==> src/rtl/mem_pkg.sv <==
// Shared data-memory port definitions: access-mode encoding and byte-mask helpers.
// Imported by the load/store unit, its merge stage and the memory block.
package mem_pkg;

   typedef enum logic [2:0] {
      NONE      = 3'd0,
      BYTE      = 3'd1,
      HALFWORD  = 3'd2,
      WORD      = 3'd3,
      WORDLEFT  = 3'd4,
      WORDRIGHT = 3'd5
   } readWriteModes;

   // Entry n keeps the low n bytes of a word.
   localparam logic [4:0][31:0] BYTE_MASK = {
      32'hFFFF_FFFF,
      32'h00FF_FFFF,
      32'h0000_FFFF,
      32'h0000_00FF,
      32'h0000_0000
   };

   function automatic logic [31:0] low_mask(input logic [2:0] n_bytes);
      logic [2:0] idx;
      idx = (n_bytes > 3'd4) ? 3'd4 : n_bytes;
      return BYTE_MASK[idx];
   endfunction

   function automatic logic [31:0] high_mask(input logic [2:0] n_bytes);
      logic [2:0] keep_low;
      keep_low = (n_bytes > 3'd4) ? 3'd0 : (3'd4 - n_bytes);
      return ~low_mask(keep_low);
   endfunction

   function automatic logic is_access_mode(input logic [2:0] mode);
      return (mode >= 3'd1) && (mode <= 3'd5);
   endfunction

   function automatic logic is_misaligned(input logic [2:0] mode, input logic [1:0] offset);
      return ((mode == HALFWORD) && offset[0]) || ((mode == WORD) && (offset != 2'b00));
   endfunction

endpackage

==> src/rtl/lsu_merge.sv <==
// Combinational lwl/lwr register merge: the memory returns only the loaded bytes,
// zero-filled, and the untouched bytes are taken from the old rt value.
module lsu_merge
   import mem_pkg::*;
(
   input  logic [2:0]  mode,
   input  logic [1:0]  byte_offset,
   input  logic [31:0] mem_rdata,
   input  logic [31:0] rt_old,
   output logic [31:0] merged
);

   logic [2:0] k;

   assign k = {1'b0, byte_offset};

   always_comb begin
      merged = mem_rdata;
      case (mode)
         WORDLEFT:  merged = mem_rdata | (rt_old & low_mask(3'd3 - k));
         WORDRIGHT: merged = mem_rdata | (rt_old & high_mask(k));
         default:   merged = mem_rdata;
      endcase
   end

endmodule

==> src/rtl/load_store_unit.sv <==
// Initiator side of the data-memory port: one request at a time, IDLE -> ACCESS -> RESP.
// Optional alignment fault detection is enabled by defining LSU_ALIGN_CHECK_EN.
module load_store_unit
   import mem_pkg::*;
#(
   parameter int unsigned MEM_LATENCY = 1,
   parameter int unsigned ADDR_WIDTH  = 32
) (
   input  logic                  clk,
   input  logic                  rst,
   input  logic                  req_valid,
   output logic                  req_ready,
   input  logic                  req_is_store,
   input  logic [2:0]            req_mode,
   input  logic                  req_unsigned,
   input  logic [ADDR_WIDTH-1:0] req_address,
   input  logic [31:0]           req_store_data,
   input  logic [31:0]           req_rt_old,
   output logic                  resp_valid,
   input  logic                  resp_ready,
   output logic [31:0]           resp_data,
   output logic                  resp_fault,
   output logic [ADDR_WIDTH-1:0] mem_address,
   output logic [31:0]           mem_data,
   output logic [2:0]            mem_write_mode,
   output logic [2:0]            mem_read_mode,
   output logic                  mem_unsigned_load,
   input  logic [31:0]           mem_data_output
);

   typedef enum logic [1:0] {
      IDLE   = 2'd0,
      ACCESS = 2'd1,
      RESP   = 2'd2
   } lsu_state_t;

   localparam logic [3:0] COUNT_INIT = 4'(MEM_LATENCY - 1);

   lsu_state_t            state_q, state_d;
   logic                  req_ready_q, req_ready_d;
   logic                  resp_valid_q, resp_valid_d;
   logic                  resp_fault_q, resp_fault_d;
   logic [31:0]           resp_data_q, resp_data_d;
   logic [3:0]            count_q, count_d;
   logic                  first_q, first_d;
   logic                  is_store_q, is_store_d;
   logic [2:0]            mode_q, mode_d;
   logic                  unsigned_q, unsigned_d;
   logic [ADDR_WIDTH-1:0] address_q, address_d;
   logic [31:0]           store_data_q, store_data_d;
   logic [31:0]           rt_old_q, rt_old_d;

   logic [31:0]           merged;
   logic                  misaligned;
   logic                  access_en;

`ifdef LSU_ALIGN_CHECK_EN
   assign misaligned = is_misaligned(req_mode, req_address[1:0]);
`else
   assign misaligned = 1'b0;
`endif

   lsu_merge u_merge (
      .mode        (mode_q),
      .byte_offset (address_q[1:0]),
      .mem_rdata   (mem_data_output),
      .rt_old      (rt_old_q),
      .merged      (merged)
   );

   always_comb begin
      state_d      = state_q;
      count_d      = count_q;
      first_d      = first_q;
      resp_data_d  = resp_data_q;
      resp_fault_d = resp_fault_q;
      is_store_d   = is_store_q;
      mode_d       = mode_q;
      unsigned_d   = unsigned_q;
      address_d    = address_q;
      store_data_d = store_data_q;
      rt_old_d     = rt_old_q;

      case (state_q)
         IDLE: begin
            if (req_valid && req_ready_q) begin
               is_store_d   = req_is_store;
               mode_d       = req_mode;
               unsigned_d   = req_unsigned;
               address_d    = req_address;
               store_data_d = req_store_data;
               rt_old_d     = req_rt_old;
               count_d      = COUNT_INIT;
               first_d      = 1'b1;
               resp_data_d  = 32'h0;
               resp_fault_d = misaligned;
               state_d      = misaligned ? RESP : ACCESS;
            end
         end
         ACCESS: begin
            first_d = 1'b0;
            if (count_q == 4'd0) begin
               // Stores and non-access modes retire with a zero result.
               resp_data_d = (is_store_q || !is_access_mode(mode_q)) ? 32'h0 : merged;
               state_d     = RESP;
            end else begin
               count_d = count_q - 4'd1;
            end
         end
         RESP: begin
            if (resp_ready) begin
               state_d = IDLE;
            end
         end
         default: state_d = IDLE;
      endcase

      req_ready_d  = (state_d == IDLE);
      resp_valid_d = (state_d == RESP);
   end

   always_ff @(posedge clk) begin
      if (rst) begin
         state_q      <= IDLE;
         req_ready_q  <= 1'b0;
         resp_valid_q <= 1'b0;
         resp_fault_q <= 1'b0;
         resp_data_q  <= 32'h0;
         count_q      <= 4'd0;
         first_q      <= 1'b0;
         is_store_q   <= 1'b0;
         mode_q       <= 3'd0;
         unsigned_q   <= 1'b0;
         address_q    <= '0;
         store_data_q <= 32'h0;
         rt_old_q     <= 32'h0;
      end else begin
         state_q      <= state_d;
         req_ready_q  <= req_ready_d;
         resp_valid_q <= resp_valid_d;
         resp_fault_q <= resp_fault_d;
         resp_data_q  <= resp_data_d;
         count_q      <= count_d;
         first_q      <= first_d;
         is_store_q   <= is_store_d;
         mode_q       <= mode_d;
         unsigned_q   <= unsigned_d;
         address_q    <= address_d;
         store_data_q <= store_data_d;
         rt_old_q     <= rt_old_d;
      end
   end

   // Memory drive is gated by rst so a store caught by reset never writes.
   assign access_en = !rst && (state_q == ACCESS) && is_access_mode(mode_q);

   assign mem_address       = access_en ? address_q : '0;
   assign mem_data          = access_en ? store_data_q : 32'h0;
   assign mem_read_mode     = (access_en && !is_store_q) ? mode_q : 3'(NONE);
   assign mem_write_mode    = (access_en && is_store_q && first_q) ? mode_q : 3'(NONE);
   assign mem_unsigned_load = access_en && !is_store_q && unsigned_q;

   assign req_ready  = req_ready_q;
   assign resp_valid = resp_valid_q;
   assign resp_data  = resp_data_q;
   assign resp_fault = resp_fault_q;

endmodule

==> config.mk <==
export PLATFORM = sky130hd
export DESIGN_NAME = load_store_unit
export DESIGN_NICKNAME = d
export VERILOG_FILES = /design/src/rtl/mem_pkg.sv /design/src/rtl/lsu_merge.sv /design/src/rtl/load_store_unit.sv
export SDC_FILE = /design/constraint.sdc
export NUM_CORES = 1
export LEC_CHECK = 0
export ABC_AREA = 1
export CAP_MARGIN = 20
export CORE_MARGIN = 1.5
export CORE_UTILIZATION = 40
export DETAILED_ROUTE_END_ITERATION = 12
export MAX_ROUTING_LAYER = met4
export PLACE_DENSITY_LB_ADDON = 0.12
export SLEW_MARGIN = 5
export SYNTH_ARGS = -nofsm -noshare
export SYNTH_HDL_FRONTEND = slang
export SYNTH_SLANG_ARGS = --single-unit
==> constraint.sdc <==
create_clock -name clk -period 3.25 [get_ports clk]
set_input_delay 0.65 -clock clk [delete_from_list [all_inputs] [get_ports clk]]
set_output_delay 0.65 -clock clk [all_outputs]
set_load 0.1 [all_outputs]
==> impl_metrics.csv, run 1 <==
group,metric,value,unit
grt,antenna_found_initial,2,
pwr,max-vdd-ir-drop,0.0004076,V
detailed_routing,routed_wl,16900,um
die,fp.dieW,124.6,um
yosys,synth_edf_count,0,
pwr,p_sw,0.001143,W
yosys,syn-instance-count,843,
pwr,p_comb_share,15.3,%
sta,worst_hold_slack,0.4510,ns
die,initial_utilization,40.87,%
clock_tree,clockBufferDepth,2,
yosys,synth.most_common_cell,"dfxtp_1",
critical_path,crit_arrival,2.33,ns
worst_hold_path,min_path_type,"reg -> reg",
yosys,synth-seq-cells,142,
layout,nNetsFinal,1200,
die,rows,44,
detailed_routing,drc,0,
critical_path,critPathCapture,"mem_address[10]",
grt,grt.total_usage,22.55,%
layout,fillers,1278,
sta,min_period,2.981,ns
layout,drive_gt1_share,14.07,%
yosys,avgSynthCellArea,7.019,um2
layout,multi_input_area,2367,um2
detailed_routing,drt_iter0_drc,349,
clock_tree,cts_buffers,17,
sta,tns,0,ns
sta,fin_crit_sh,91.72,%
placed_design,port_buffers,241,
sta,setup_viol,0,
detailed_routing,post_drt_wl_per_cell,13.42,um
yosys,synthTopCellsByArea,"dfxtp_1 (48%), a21oi_1 (10%), o21ai_0 (8.7%), nor2_1 (8.4%), inv_1 (7.9%)",
clock_tree,cts_root_buf,"clkbuf_16",
critical_path,cp.required,2.60,ns
yosys,synth_area_leader_cell,"dfxtp_1",
clock_tree,hold_buffers,0,
critical_path,cp-startpoint,"rst",
critical_path,startpoint_type,"input port",
clock_tree,cts_sinks,142,
pwr,swShare,25.70,%
sta,finClkSkew,0.006601,ns
yosys,synth_top_area_share,48.04,%
critical_path,reg2reg_to,"store_data_q[9]",
yosys,async_flop_share,0,%
critical_path,r2r_slack,1.31,ns
yosys,synth_seq_area_share,48.04,%
grt,grt_max_degree,121,
detailed_routing,via_count,5860,
yosys,netlist_area,5917,um2
sta,relSlewSlack,32.82,%
grt,grt_pass1_wl,27460,um
clock_tree,post_cts_resized,0,
grt,grt_pass1_vias,5443,
detailed_routing,avgViaCountPerCell,4.654,
sta,worst_slew_pin_slew,1.008,ns
detailed_routing,first_pass_iters,4,
yosys,yosysUniqueCellTypes,21,
die,die_h,124.6,um
sta,fmax,0.3355,GHz
die,core_area,14480,um2
critical_path,r2r_cells,5,
sta,rsz0062_at_grt,"false",
placed_design,place_hpwl,12080,um
layout,syn2layout_area_growth,62.28,%
yosys,synthTopCellsByCount,"dfxtp_1 (142), nor2_1 (132), inv_1 (125), nand2_1 (123), a21oi_1 (121)",
sta,hold_violations,0,
placed_design,gp_congestion,0.7898,
yosys,syn_nets,982,
yosys,yosysWarnings,0,
die,io_pins,243,
pwr,internal-power,0.003304,W
clock_tree,post_cts_buffers,0,
critical_path,endpoint_kind,"primary output",
pwr,power_per_cell_area,463.2,nW/um2
critical_path,criticalPathCategory,"in -> out",
grt,overflow,0,
clock_tree,clock_latency,0.41,ns
critical_path,critPathMaxFanout,46,
detailed_routing,antenna_left,0,
clock_tree,ctsHtreeMaxLevel,4,
die,die-area,15530,um2
flow_run,max_cap_viol_count,0,
sta,slew_viol_final,0,
yosys,synth_flop_cell,"dfxtp_1",
status,status,"completed",
pwr,power.share.clock,41.3,%
clock_tree,clk_pin_slew,0.05,ns
pwr,seqPwrFrac,43.4,%
placed_design,postPlaceCellArea,9035,um2
critical_path,rr_startpoint,"state_q[1]",
layout,final-seq-area,2843,um2
pwr,leakage,3.774,nW
layout,fin_area,9602,um2
clock_tree,cts_tree,"done",
## per-stage QoR
step / util, % / instances / setup slack [ns] / power (W)
after floorplan: - / 843 / 0.09327 / 0.002366
after global placement: 62.40 / 1226 / 0.2988 / 0.002640
after detailed placement: 62.40 / 1226 / 0.2712 / 0.002650
after CTS: 66.28 / 1257 / 0.2467 / 0.004486
after global routing: 66.32 / 1259 / 0.07236 / 0.004659
final: 66.32 / 1259 / 0.2691 / 0.004447
## worst min-delay path by stage
stage	startpoint	to	cells after the start
6_report	address_q[16]	address_q[16]	2
5_1_grt	store_data_q[10]	store_data_q[10]	2
4_1_cts	store_data_q[1]	store_data_q[1]	2
3_5_place_dp	store_data_q[1]	store_data_q[1]	2
3_3_place_gp	rt_old_q[12]	rt_old_q[12]	2
2_1_floorplan	address_q[10]	address_q[10]	2
## critical path, cell delays in order
cell             delay (ns)
clkdlybuf4s50_1        0.41
nor3_1                 0.33
inv_2                  0.24
buf_12                 0.24
nor2_1                 0.21
buf_12                 0.21
## final cells by class
class | instances | area share, %
flip-flops and latches | 142 | 29.61
diodes | 2 | 0.05212
repair buffers | 250 | 32.47
inverters | 127 | 4.965
well taps | 184 | 2.398
multi-input cells | 523 | 24.65
clock buffers | 24 | 5.225
clock inverters | 7 | 0.6255
## cell families after synthesis
kind of cell / Yosys count / synth area share [%]
buf+inv: 178 / 12.10
other cells: 1 / 0.06338
fa+ha+maj: 2 / 0.4229
compound gates: 224 / 18.95
simple gates: 296 / 20.43
flops: 142 / 48.04
## flip-flops by register name (all words and copies together), names as in the netlist
| signal | cells |
|---|---|
| address_q | 32 |
| count_q | 4 |
| first_q | 1 |
| is_store_q | 1 |
| mode_q | 3 |
| req_ready | 1 |
| resp_data | 32 |
| resp_valid | 1 |
| rt_old_q | 32 |
| state_q | 2 |
| store_data_q | 32 |
| unsigned_q | 1 |
## metal layers
layer  up-vias  routed length, um  GRT usage, %
met3        10               1352         6.443
met5         -                  0             -
li1       3085                  -             -
met4         0                182         7.978
met1      2574               7744         29.23
met2       191               7616         33.65
## power groups by stage
stage          combinational [W]  clock [W]  sequential (W)
3_3_place_gp            0.000679          0         0.00196
2_1_floorplan           0.000376          0         0.00199
5_1_grt                 0.000763    0.00195         0.00194
6_report                0.000682    0.00184         0.00193
4_1_cts                 0.000687    0.00187         0.00193
3_5_place_dp            0.000685          0         0.00197
## placed cells by master (no fill, tap or decap), types with 2 or more instances in the layout
cell	n
clkbuf_8	5
diode_2	2
nor2_4	2
clkbuf_1	2
buf_4	42
buf_12	72
clkdlybuf4s50_1	136
nand2_1	123
nor3_1	3
inv_2	3
o21ai_0	103
clkbuf_16	17
a21oi_1	121
nand4_1	9
clkinv_2	6
inv_1	124
ha_1	2
dfxtp_1	142
nor2_1	132
nand3_1	23
Power figures use the tool's default switching activity.
==> run 2, diff against run 1 <==
--- a/config.mk
+++ b/config.mk
@@ -10,8 +10,10 @@
 export CORE_MARGIN = 1.5
 export CORE_UTILIZATION = 40
 export DETAILED_ROUTE_END_ITERATION = 12
+export GPL_TIMING_DRIVEN = 0
 export MAX_ROUTING_LAYER = met4
 export PLACE_DENSITY_LB_ADDON = 0.12
+export SKIP_LAST_GASP = 1
 export SLEW_MARGIN = 5
 export SYNTH_ARGS = -nofsm -noshare
 export SYNTH_HDL_FRONTEND = slang
==> run 2 against run 1 <==
Flip-flop and latch count unchanged. Via count grew 4.1%. Critical path depth unchanged. Sequential power about the same. Non-clock buffer count rose by 42. Sequential share of layout area increased by 2.4 points. Global-route usage is 0.83 points higher. Largest power group unchanged.
==> impl_metrics.csv, run 2 (synthesized netlist as in run 1, its figures left out) <==
group,metric,value,unit
status,status,"completed",
clock_tree,cts_sinks,142,
detailed_routing,antenna_left,0,
grt,use_met1,30.28,%
critical_path,criticalPathCategory,"in -> out",
critical_path,crit_arrival,2.46,ns
sta,slew_viol_final,0,
sta,rsz0062_at_grt,"false",
grt,use_met3,6.400,%
placed_design,dp_cells,1268,
grt,use_met2,35.04,%
clock_tree,hold_buffers,0,
detailed_routing,first_pass_iters,5,
sta,fin_crit_sh,95.63,%
critical_path,critPathMaxFanout,10,
critical_path,cp-startpoint,"rst",
critical_path,critPathCapture,"mem_data[6]",
layout,layout_common_cells,"clkdlybuf4s50_1 (170), dfxtp_1 (142), nor2_1 (132)",
sta,min_period,3.108,ns
die,initial_utilization,40.87,%
critical_path,endpoint_kind,"primary output",
sta,worst_slew_pin_slew,1.048,ns
die,core_area,14480,um2
detailed_routing,post_drt_wl_per_cell,13.45,um
layout,insertedDiodeCount,0,
detailed_routing,routed_wl,17480,um
placed_design,gp_congestion,0.8757,
layout,final_common_cell,"clkdlybuf4s50_1",
detailed_routing,drt_iter0_drc,272,
clock_tree,cts_tree,"done",
die,fp.dieW,124.6,um
placed_design,port_buffers,241,
grt,grt_pass1_wl,28280,um
grt,overflow,0,
clock_tree,clockBufferDepth,2,
grt,grt.total_usage,23.38,%
grt,antenna_found_initial,0,
critical_path,r2r_slack,1.51,ns
sta,tns,0,ns
detailed_routing,via_count,6102,
grt,busiest_layer,"met2",
detailed_routing,drc,0,
die,die-area,15530,um2
worst_hold_path,hold_start,"address_q[17]",
critical_path,cp.required,2.60,ns
sta,hold_violations,0,
critical_path,reg2reg_to,"resp_data[6]",
clock_tree,cts_root_buf,"clkbuf_16",
pwr,total_power,0.004469,W
sta,finClkSkew,0.006629,ns
die,die_h,124.6,um
critical_path,startpoint_type,"input port",
clock_tree,clk_pin_slew,0.06,ns
clock_tree,cts_buffers,17,
clock_tree,ctsHtreeMaxLevel,4,
worst_hold_path,min_path_type,"reg -> reg",
grt,grt_pass1_vias,5654,
pwr,leakage,3.545,nW
detailed_routing,avgViaCountPerCell,4.697,
critical_path,rr_startpoint,"req_ready",
layout,nNetsFinal,1242,
sta,relSlewSlack,29.93,%
pwr,max-vdd-ir-drop,0.0003672,V
layout,stdcell_count,1299,
layout,syn2layout_area_growth,50.16,%
flow_run,max_cap_viol_count,0,
die,io_pins,243,
pwr,power_per_cell_area,503.0,nW/um2
clock_tree,clock_latency,0.41,ns
grt,grt_max_degree,17,
layout,drive_gt1_share,11.39,%
die,rows,44,
placed_design,place_hpwl,13010,um
sta,fmax,0.3218,GHz
sta,setup_viol,0,
critical_path,r2r_cells,7,
-- run 2: changes by cell type in the layout (fill, tap and decap cells not counted), moves of 15 or more --
| cell | delta |
|---|---|
| buf_12 | -72 |
| clkbuf_1 | +32 |
| buf_2 | +61 |
| clkbuf_4 | +15 |
| clkdlybuf4s50_1 | +34 |
| buf_4 | -41 |
-- run 2: layout make-up --
type,instances,area (um2)
Sequential cell,142,2843
Buffer,51,239.0
Timing Repair Buffer,241,2168
Tap cell,184,230.2
Clock buffer,26,509.2
Inverter,127,476.7
Multi-Input combinational cell,523,2364
Fill cell,1448,5594
Clock inverter,5,55.05
-- run 2: layer usage --
layer  vias up  part of all wire, %  routed length, um
met5         -                    0                  0
met4         0                  2.3                395
met3        28                  8.0               1404
met2       230                   45               7803
met1      2667                   45               7872
li1       3177                    -                  -
-- run 2: through the flow --
stage               setup WS, ns  instance area [um2]  hold slack (ns)  util [%]
floorplan                0.09327                 5917           0.4300         -
global placement         -0.6753                 8559           0.4386     59.12
detailed placement       -0.6956                 8559           0.4437     59.12
CTS                      -0.1271                 8949           0.4525     61.80
global route             0.01781                 8885           0.4649     61.36
finish                    0.1420                 8885           0.4495     61.36
-- run 2: worst min-delay path by stage --
stage	slack, ns	end	cells after the start
final	0.45	address_q[17]	2
after global routing	0.46	address_q[5]	2
after CTS	0.45	rt_old_q[9]	2
after detailed placement	0.44	rt_old_q[9]	2
after global placement	0.44	rt_old_q[12]	2
after floorplan	0.43	address_q[10]	2
-- run 2: repair_timing --
action,4_1_cts,5_1_grt
resized for setup,310,38
endpoints found under the setup margin,71,60
buffers inserted,0,0
-- run 2: critical path, stage by stage --
cell and delay, ns:
clkdlybuf4s50_1 0.51, nor3_2 0.29, inv_2 0.15, buf_2 0.21, nor2_1 0.10, clkdlybuf4s18_2 0.55
-- run 2: where the power goes --
part	leakage [nW]	switching, W	internal, W	total [W]
sequential	1.16	0.0000491	0.00188	0.00193
clock	0.272	0.000697	0.00115	0.00185
combinational	2.11	0.000409	0.000286	0.000696
==> run 3, diff against run 2 <==
==> constraint.sdc (replaced) <==
create_clock -name clk -period 3.2 [get_ports clk]
set_input_delay 0.64 -clock clk [delete_from_list [all_inputs] [get_ports clk]]
set_output_delay 0.64 -clock clk [all_outputs]
set_load 0.1 [all_outputs]
==> run 3 against run 2 <==
Flip-flop and latch count did not move. Global-route usage did not move. Routed wire length barely moved. Combinational power rose by 1%. Hold slack barely moved. First-iteration DRC count rose by 0.74%. Design area fell by 0.42%. Clock power barely moved. Critical path depth fell by 1. Sequential share of layout area rose by 0.14 points. Clock skew barely moved. Critical path type unchanged. Critical endpoint is now mem_address[31].
==> impl_metrics.csv, run 3 (synthesized netlist as in run 1, its figures left out) <==
group,metric,value,unit
sta,slew_viol_final,0,
grt,grt_pass1_wl,28280,um
detailed_routing,routed_wl,17470,um
sta,relSlewSlack,28.82,%
sta,worst_slew_pin_slew,1.064,ns
clock_tree,clock_latency,0.41,ns
die,die_h,124.6,um
critical_path,startpoint_type,"input port",
pwr,leakage,3.556,nW
critical_path,cpPeakStageDelay,0.58,ns
grt,grt_max_degree,17,
detailed_routing,avgViaCountPerCell,4.691,
critical_path,critPathMaxFanout,10,
layout,nNetsFinal,1242,
grt,overflow,0,
die,fp.dieW,124.6,um
pwr,power_per_cell_area,513.0,nW/um2
clock_tree,cts_tree,"done",
clock_tree,cts_buffers,17,
layout,final_core_util,61.10,%
critical_path,cp.required,2.56,ns
clock_tree,ctsHtreeMaxLevel,4,
worst_hold_path,min_path_type,"reg -> reg",
detailed_routing,antenna_left,0,
clock_tree,hold_buffers,0,
critical_path,crit_slowest_cell,"clkdlybuf4s18_2",
layout,layout_common_cells,"clkdlybuf4s50_1 (170), dfxtp_1 (142), nor2_1 (132)",
layout,final_common_cell,"clkdlybuf4s50_1",
sta,min_period,3.025,ns
die,io_pins,243,
pwr,max-vdd-ir-drop,0.0003729,V
detailed_routing,via_count,6093,
placed_design,gp_congestion,0.8757,
grt,grt.total_usage,23.38,%
layout,syn2layout_area_growth,49.52,%
layout,insertedDiodeCount,0,
placed_design,port_buffers,241,
sta,fmax,0.3306,GHz
sta,finClkSkew,0.006694,ns
detailed_routing,post_drt_wl_per_cell,13.45,um
sta,fin_crit_sh,94.52,%
clock_tree,clockBufferDepth,2,
sta,rsz0062_at_grt,"false",
placed_design,place_hpwl,13010,um
layout,drive_gt1_share,11.39,%
clock_tree,cts_sinks,142,
critical_path,endpoint_kind,"primary output",
die,core_area,14480,um2
detailed_routing,drc,0,
detailed_routing,first_pass_iters,5,
grt,grt_pass1_vias,5657,
layout,fillers,1449,
status,status,"completed",
critical_path,criticalPathCategory,"in -> out",
sta,setup_viol,0,
grt,antenna_found_initial,0,
placed_design,dp_cells,1268,
clock_tree,cts_root_buf,"clkbuf_16",
die,die-area,15530,um2
die,initial_utilization,40.87,%
layout,stdcell_count,1299,
detailed_routing,drt_iter0_drc,274,
die,rows,44,
sta,hold_violations,0,
critical_path,path_cells,"clkdlybuf4s50_1 > nor3_2 > inv_2 > nor2_1 > clkdlybuf4s18_2",
flow_run,max_cap_viol_count,0,
clock_tree,clk_pin_slew,0.06,ns
critical_path,crit_arrival,2.38,ns
-- run 3: stage by stage --
step                hold slack [ns]  area, um2  setup TNS, ns  power [W]  worst slack, ns
CTS                          0.4525       8843        -0.1571   0.004570          -0.1571
global route                 0.4649       8847              0   0.004767          0.04237
floorplan                    0.4300       5917              0   0.002403          0.06327
finish                       0.4495       8847              0   0.004539           0.1755
global placement             0.4386       8559         -41.09   0.002694          -0.7053
detailed placement           0.4437       8559         -42.70   0.002706          -0.7256
-- run 3: path summary, 6_finish.rpt --
| kind | start | to | slack, ns | cells past startpoint |
|---|---|---|---|---|
| hold reg to reg | address_q[17] | address_q[17] | 0.45 | 2 |
| setup reg to reg | req_ready | resp_data[6] | 1.46 | 7 |
| setup / recovery | rst | mem_address[31] | 0.18 | 5 |
| hold / removal | address_q[17] | address_q[17] | 0.45 | 2 |
-- run 3: power by group --
group          internal, W  switching, W
clock network      0.00117      0.000708
logic             0.000290      0.000416
registers          0.00191     0.0000499
-- run 3: final cells by class --
type	instances	area, um2	share of cell area (%)
multi-input combinational	523	2364	26.71
tap	184	230.2	2.602
clock inverter	5	55.05	0.6223
clock buffer	26	509.2	5.756
inverter	127	476.7	5.388
timing repair buffer	241	2131	24.08
sequential	142	2843	32.13
buffer	51	239.0	2.701
-- run 3: layer usage --
layer	up-vias	part of all wire [%]	track usage [%]	routed length [um]
met5	-	0	-	0
met4	0	2.3	8.452	397
met3	28	8.1	6.400	1409
met2	232	44	35.04	7771
met1	2657	45	30.28	7890
li1	3176	-	-	-
-- run 3: what timing repair did --
item,4_1_cts,5_1_grt
hold endpoints to repair,0,0
resized for setup,331,8
buffers inserted,0,0
setup endpoints to repair,71,69
-- run 3: worst max-delay path, delay by kind of cell --
kind | cells | cell delay (ns)
buffers and inverters | 3 | 1.24
and+or+nand+nor | 2 | 0.51
